--- src/rtl/rv_m_unit.sv ---
// rv_m_unit: iterative RISC-V M-extension unit covering MUL/MULH/MULHSU/MULHU
// and DIV/DIVU/REM/REMU.
//
// Multiplication is shift-add and division is restoring division on operand
// magnitudes. Both take XLEN CALC cycles, followed by one FIX cycle that applies
// the sign and selects the result half. A request accepted in cycle 0 has its
// result in cycle XLEN+2.
//
// Divide by zero and signed overflow are resolved at acceptance and go straight
// to DONE, with the result in cycle 1.
//
// Optional macro ARVI_M_DIVREM_FUSE_EN adds a fuse cache. It holds the quotient
// and remainder of the last completed divide, so a repeat DIV/REM on the same
// operands and signedness also finishes in cycle 1.
//
// Ports:
//   i_clk, i_rst     clock; synchronous active-high reset
//   i_valid/o_ready  request handshake (o_ready high only in IDLE)
//   i_f3             funct3 opcode select
//   i_rs1, i_rs2     operands (rs1 = multiplicand / dividend)
//   i_kill           abort in-flight operation (ignored in IDLE)
//   o_valid/i_ready  result handshake; o_res held while waiting
//   o_res            result
module rv_m_unit #(
    parameter int unsigned XLEN = 32
) (
    input  logic            i_clk,
    input  logic            i_rst,
    input  logic            i_valid,
    output logic            o_ready,
    input  logic [2:0]      i_f3,
    input  logic [XLEN-1:0] i_rs1,
    input  logic [XLEN-1:0] i_rs2,
    input  logic            i_kill,
    output logic            o_valid,
    input  logic            i_ready,
    output logic [XLEN-1:0] o_res
);

    localparam int unsigned CW = $clog2(XLEN);
    localparam int unsigned PW = 2 * XLEN;
    localparam logic [XLEN-1:0] MIN_NEG  = {1'b1, {(XLEN-1){1'b0}}};
    localparam logic [XLEN-1:0] ALL_ONES = '1;
    localparam logic [CW-1:0]   CNT_LAST = CW'(XLEN - 1);

    typedef enum logic [1:0] {
        IDLE = 2'd0,
        CALC = 2'd1,
        FIX  = 2'd2,
        DONE = 2'd3
    } state_t;

    state_t state_q, state_d;

    logic [2:0]      f3_q;
    logic [XLEN-1:0] hi_q, lo_q, md_q;
    logic            neg_a_q, neg_b_q;
    logic [CW-1:0]   cnt_q;

    // Request decode on the raw inputs, used only in the acceptance cycle
    logic            acc_c, is_div_c, sgn1_c, sgn2_c;
    logic            div_zero_c, div_ovf_c, bypass_c;
    logic [XLEN-1:0] mag1_c, mag2_c, bypass_res_c;
    logic            fuse_hit_c;
    logic [XLEN-1:0] fuse_res_c;

    always_comb begin
        acc_c        = (state_q == IDLE) && i_valid;
        is_div_c     = i_f3[2];
        sgn1_c       = (i_f3 == 3'b001) || (i_f3 == 3'b010) ||
                       (i_f3 == 3'b100) || (i_f3 == 3'b110);
        sgn2_c       = (i_f3 == 3'b001) || (i_f3 == 3'b100) || (i_f3 == 3'b110);
        mag1_c       = (sgn1_c && i_rs1[XLEN-1]) ? -i_rs1 : i_rs1;
        mag2_c       = (sgn2_c && i_rs2[XLEN-1]) ? -i_rs2 : i_rs2;
        div_zero_c   = is_div_c && (i_rs2 == '0);
        div_ovf_c    = is_div_c && !i_f3[0] && (i_rs1 == MIN_NEG) && (i_rs2 == ALL_ONES);
        // Divide by zero takes priority; its REM result is the dividend
        if (div_zero_c) begin
            bypass_res_c = i_f3[1] ? i_rs1 : ALL_ONES;
        end else begin
            bypass_res_c = i_f3[1] ? '0 : i_rs1;
        end
        bypass_c     = div_zero_c || div_ovf_c;
    end

    // One iteration step for each algorithm
    logic [XLEN:0] mul_sum_c, div_sh_c, div_diff_c;

    always_comb begin
        mul_sum_c  = {1'b0, hi_q} + (lo_q[0] ? {1'b0, md_q} : '0);
        div_sh_c   = {hi_q, lo_q[XLEN-1]};
        div_diff_c = div_sh_c - {1'b0, md_q};
    end

    // Final sign correction and result selection
    logic [PW-1:0]   prod_c, prod_s_c;
    logic [XLEN-1:0] q_s_c, r_s_c, fix_res_c;

    always_comb begin
        prod_c   = {hi_q, lo_q};
        prod_s_c = (neg_a_q ^ neg_b_q) ? -prod_c : prod_c;
        q_s_c    = (neg_a_q ^ neg_b_q) ? -lo_q : lo_q;
        r_s_c    = neg_a_q ? -hi_q : hi_q;
        if (f3_q[2]) begin
            fix_res_c = f3_q[1] ? r_s_c : q_s_c;
        end else if (f3_q == 3'b000) begin
            fix_res_c = prod_s_c[XLEN-1:0];
        end else begin
            fix_res_c = prod_s_c[PW-1:XLEN];
        end
    end

`ifdef ARVI_M_DIVREM_FUSE_EN
    // Fuse cache: operands, signedness and both results of the last divide
    logic [XLEN-1:0] a_q, b_q;
    logic            fc_valid_q, fc_sgn_q;
    logic [XLEN-1:0] fc_a_q, fc_b_q, fc_q_q, fc_r_q;

    always_comb begin
        fuse_hit_c = fc_valid_q && is_div_c && (i_rs1 == fc_a_q) &&
                     (i_rs2 == fc_b_q) && (fc_sgn_q == !i_f3[0]);
        fuse_res_c = i_f3[1] ? fc_r_q : fc_q_q;
    end

    always_ff @(posedge i_clk) begin
        if (i_rst) begin
            a_q        <= '0;
            b_q        <= '0;
            fc_valid_q <= 1'b0;
            fc_sgn_q   <= 1'b0;
            fc_a_q     <= '0;
            fc_b_q     <= '0;
            fc_q_q     <= '0;
            fc_r_q     <= '0;
        end else begin
            if (acc_c) begin
                a_q <= i_rs1;
                b_q <= i_rs2;
            end
            if ((state_q != IDLE) && i_kill && f3_q[2]) begin
                fc_valid_q <= 1'b0;
            end else if ((state_q == FIX) && f3_q[2]) begin
                fc_valid_q <= 1'b1;
                fc_sgn_q   <= !f3_q[0];
                fc_a_q     <= a_q;
                fc_b_q     <= b_q;
                fc_q_q     <= q_s_c;
                fc_r_q     <= r_s_c;
            end
        end
    end
`else
    always_comb begin
        fuse_hit_c = 1'b0;
        fuse_res_c = '0;
    end
`endif

    // FSM state register
    always_ff @(posedge i_clk) begin
        if (i_rst) begin
            state_q <= IDLE;
        end else begin
            state_q <= state_d;
        end
    end

    // FSM next state; kill wins over everything except IDLE
    always_comb begin
        state_d = state_q;
        unique case (state_q)
            IDLE: begin
                if (i_valid) begin
                    state_d = (bypass_c || fuse_hit_c) ? DONE : CALC;
                end
            end
            CALC: begin
                if (i_kill) begin
                    state_d = IDLE;
                end else if (cnt_q == CNT_LAST) begin
                    state_d = FIX;
                end
            end
            FIX: begin
                state_d = i_kill ? IDLE : DONE;
            end
            DONE: begin
                if (i_kill || i_ready) begin
                    state_d = IDLE;
                end
            end
            default: state_d = IDLE;
        endcase
    end

    // Datapath: operand capture and one bit per CALC cycle
    always_ff @(posedge i_clk) begin
        if (i_rst) begin
            f3_q    <= '0;
            hi_q    <= '0;
            lo_q    <= '0;
            md_q    <= '0;
            neg_a_q <= 1'b0;
            neg_b_q <= 1'b0;
            cnt_q   <= '0;
        end else if (acc_c) begin
            f3_q    <= i_f3;
            hi_q    <= '0;
            lo_q    <= is_div_c ? mag1_c : mag2_c;
            md_q    <= is_div_c ? mag2_c : mag1_c;
            neg_a_q <= sgn1_c && i_rs1[XLEN-1];
            neg_b_q <= sgn2_c && i_rs2[XLEN-1];
            cnt_q   <= '0;
        end else if (state_q == CALC) begin
            cnt_q <= cnt_q + CW'(1);
            if (f3_q[2]) begin
                // Restoring divide: keep the trial difference when it does not borrow
                hi_q <= div_diff_c[XLEN] ? div_sh_c[XLEN-1:0] : div_diff_c[XLEN-1:0];
                lo_q <= {lo_q[XLEN-2:0], ~div_diff_c[XLEN]};
            end else begin
                // Shift-add: the product shifts right through hi:lo
                hi_q <= mul_sum_c[XLEN:1];
                lo_q <= {mul_sum_c[0], lo_q[XLEN-1:1]};
            end
        end
    end

    // Registered outputs follow the next state
    always_ff @(posedge i_clk) begin
        if (i_rst) begin
            o_valid <= 1'b0;
            o_ready <= 1'b1;
            o_res   <= '0;
        end else begin
            o_valid <= (state_d == DONE);
            o_ready <= (state_d == IDLE);
            if ((state_q == IDLE) && (state_d == DONE)) begin
                o_res <= bypass_c ? bypass_res_c : fuse_res_c;
            end else if ((state_q == FIX) && (state_d == DONE)) begin
                o_res <= fix_res_c;
            end
        end
    end

endmodule

--- config.mk ---
export PLATFORM = sky130hd
export DESIGN_NAME = rv_m_unit
export DESIGN_NICKNAME = d
export VERILOG_FILES = /design/src/rtl/rv_m_unit.sv
export SDC_FILE = /design/constraint.sdc
export NUM_CORES = 1
export LEC_CHECK = 0
export BUFFER_PORTS_ARGS = -buffer_cell sky130_fd_sc_hd__buf_2
export CORE_UTILIZATION = 43
export CTS_BUF_LIST = sky130_fd_sc_hd__clkbuf_8
export DETAILED_ROUTE_END_ITERATION = 8
export GPL_ROUTABILITY_DRIVEN = 1
export PLACE_DENSITY = 0.64
export SYNTH_ARGS = -nofsm -noshare
export SYNTH_HDL_FRONTEND = slang
export SYNTH_SLANG_ARGS = --single-unit
--- constraint.sdc ---
create_clock -name i_clk -period 3.8 [get_ports i_clk]
set_input_delay 1.14 -clock i_clk [delete_from_list [all_inputs] [get_ports i_clk]]
set_output_delay 1.14 -clock i_clk [all_outputs]
set_load 0.005 [all_outputs]
==> impl_metrics.json <==
{
  "total_leakage_power_uw": 0.00699,
  "ys_top_cells_by_area": "dfxtp_1 19%, a21oi_1 6.9%, nor2_1 6.0%",
  "dpl_cell_area_sq_um": 16800,
  "cts_buffer_depth": 2,
  "finalPower_uw": 5450,
  "avgSynthCellArea_sq_um": 6.98,
  "layout.nets": 2419,
  "rows": 67,
  "finClkSkew_ns": 0.0188,
  "grt_usage_pct": 35.1,
  "ctsRootBufferMaster": "clkbuf_8",
  "pre_cts_slack_ns": -0.186,
  "synthArstFlopShare_pct": 0,
  "arrival_ns": 3.99,
  "clk_pin_slew_ns": 0.10,
  "yosysMostFrequentCell": "nor2_1",
  "powerDensity_nw_per_um2": 317,
  "vias": 17300,
  "switching_share_pct": 43.5,
  "htreeDepth": 4,
  "via_per_inst": 6.33,
  "vdd_drop_max_uv": 229,
  "endpoint_kind": "register",
  "insertion_delay_ns": 0.48,
  "grt_overflow": 0,
  "fin_crit_sh_pct": 94.6,
  "worstPathRequired_ns": 4.20,
  "ys.flop_type": "dfxtp_1",
  "syn_nets": 2267,
  "power_frac_clock_pct": 24.4,
  "synth_largest_area_cell": "dfxtp_1",
  "drt_iter0_drc": 2407,
  "wl_met2_um": 27500,
  "ys_ff_latch": 142,
  "combinationalPowerShare_pct": 44.9,
  "drcViolationCount": 0,
  "antenna_cells": 0,
  "finalHoldViolations": 0,
  "wl_um": 63000,
  "cp_max_fo": 9,
  "dieArea_sq_um": 35200,
  "ys_seq_area_share_pct": 19.2,
  "p_int_uw": 3080,
  "area_growth_pct": 16.1,
  "outcome": "finished, final reports clean",
  "hpwl_um": 49400,
  "synth_edf_count": 0,
  "period_needed_ns": 3.59,
  "yosysWarningCount": 0,
  "cts_tree": "built",
  "hold_ws_ns": 0.461,
  "met1_length_um": 26800,
  "synth_common_cells": "238 x nor2_1, 223 x nand2_1, 203 x a21oi_1",
  "antenna_found_initial": 1,
  "critPathKind": "register to register",
  "yosysTopAreaCellShare_pct": 19.2,
  "numCtsBuffers": 17,
  "holdCritPathClass": "register to register",
  "routed-wl-met3_um": 5650,
  "fin_area_sq_um": 17200,
  "die_h_um": 188,
  "drive_above_1_share_pct": 16.6,
  "final_util_pct": 51.0,
  "syn_area_sq_um": 14800,
  "tightest_slew_ns": 1.05,
  "rsz0062_at_grt": "no",
  "grt_max_degree": 78,
  "setup_viol": 0,
  "relSlewSlack_pct": 29.7,
  "place_congestion": 1.01,
  "port_buffers": 105,
  "p_sw_uw": 2370,
  "p_seq_share_pct": 30.7,
  "drv_slew": 0,
  "antenna_left": 0,
  "wl_per_cell_um": 23.0,
  "synth.distinct_cells": 83,
  "netlist_instances": 2122,
  "grt_pass1_wl_um": 94800,
  "drv_cap": 0,
  "worst_slack_ns": 0.206,
  "routed.top_layer": "met5",
  "cts_sinks": 142,
  "first_pass_iters": 7,
  "fp.coreArea_sq_um": 33700,
  "grt_pass1_vias": 15800,
  "start_util_pct": 43.9,
  "fmax_mhz": 278,
  "cp-start-kind": "register",
  "num_io_pins": 106,
  "die_w_um": 188
}
==> final timing paths <==
| check | start | to | slack (ns) | cells after the start |
|---|---|---|---|---|
| setup / recovery | lo_q[4]$_SDFFE_PP0P_ | o_res[26]$_SDFFE_PP0P_ | 0.21 | 12 |
| hold / removal | md_q[5]$_SDFFE_PP0P_ | md_q[5]$_SDFFE_PP0P_ | 0.46 | 2 |
| setup reg to reg | lo_q[4]$_SDFFE_PP0P_ | o_res[26]$_SDFFE_PP0P_ | 0.21 | 12 |
| hold reg to reg | md_q[5]$_SDFFE_PP0P_ | md_q[5]$_SDFFE_PP0P_ | 0.46 | 2 |
==> layout by cell type, fill, tap and decap left out, types with 7 or more instances in the layout <==
cell / synthesis / layout
nor3_1: 49 / 49
mux2i_1: 59 / 59
nand4_1: 20 / 20
o221ai_1: 16 / 16
a221oi_1: 16 / 15
o21a_1: 15 / 15
o41ai_1: 12 / 12
a21o_1: 22 / 22
and3_1: 18 / 18
o21bai_1: 7 / 7
a211oi_1: 43 / 43
xor2_1: 91 / 90
o211ai_1: 49 / 49
o22ai_1: 32 / 32
buf_2: 9 / 104
inv_1: 69 / 69
or2_2: 7 / 7
a21oi_1: 203 / 202
mux2_2: 15 / 15
ha_1: 71 / 71
nand2_1: 223 / 223
nor2_1: 238 / 237
or3_1: 12 / 12
o31ai_1: 35 / 35
or4_1: 13 / 13
nand3_1: 44 / 44
clkbuf_8: 0 / 17
dfxtp_1: 142 / 141
and2_1: 9 / 8
a31oi_1: 24 / 24
nor4_1: 24 / 22
buf_4: 0 / 178
nor2b_1: 19 / 18
nand2b_1: 17 / 17
xnor2_1: 99 / 98
o21ai_0: 167 / 167
a311oi_1: 7 / 7
==> flip-flops by register name, summed over array words and instances, names as in the netlist <==
signal,cells
o_valid,1
o_res,32
f3_q,3
o_ready,1
lo_q,32
hi_q,32
neg_b_q,1
state_q,2
cnt_q,5
md_q,32
neg_a_q,1
==> area by class of cell <==
class,instances,area [sq um]
repair buffers,288,1970
fillers,3433,16500
well taps,448,561
multi-input cells,1754,11200
inverters,71,267
clock inverters,15,163
flip-flops and latches,142,2850
clock buffers,17,234
==> power groups by stage <==
stage | Clock [uW] | Combinational [uW] | Sequential (uW)
after floorplan | 0 | 1510 | 1660
after global placement | 0 | 2340 | 1700
after detailed placement | 0 | 2360 | 1710
after CTS | 1330 | 2370 | 1670
after global routing | 1390 | 2620 | 1680
final | 1330 | 2450 | 1680
==> cell families after synthesis <==
logic type               share of synthesized area [%]
AND/OR/NAND/NOR                                   22.6
AO/OA/AOI/OAI                                     29.5
buffers and inverters                             5.92
XOR/XNOR                                          11.3
flip-flops                                        19.2
multiplexers                                      5.13
adder cells (fa/ha/maj)                           6.27
==> critical path, stage by stage (launching register included) <==
cell and delay [ns]:
dfxtp_1 0.32, or4_4 0.57, or3_1 0.35, nor4_1 0.28, buf_4 0.18, nand4_1 0.25, buf_4 0.26, buf_4 0.17
o211ai_1 0.18, o31ai_1 0.12, a221oi_1 0.55, nand2_1 0.15, a21oi_1 0.15
==> through the flow <==
stage | setup TNS (ns) | instances
2_1_floorplan | 0 | 2122
3_3_place_gp | -0.531 | 2702
3_5_place_dp | -2.79 | 2702
4_1_cts | 0 | 2734
5_1_grt | 0 | 2735
6_report | 0 | 2735
==> layer usage <==
metal | up-vias | global-route usage (%)
met2 | 952 | 53.7
li1 | 8003 | -
met3 | 155 | 6.51
met4 | 2 | 16.4
met5 | - | 0
met1 | 8210 | 47.5
==> repair_timing <==
action,4_1_cts,5_1_grt
buffers inserted,0,1
hold buffers,0,0
setup endpoints to repair,0,28
resized for setup,0,8
No activity file was read; power rests on OpenSTA's default activity.
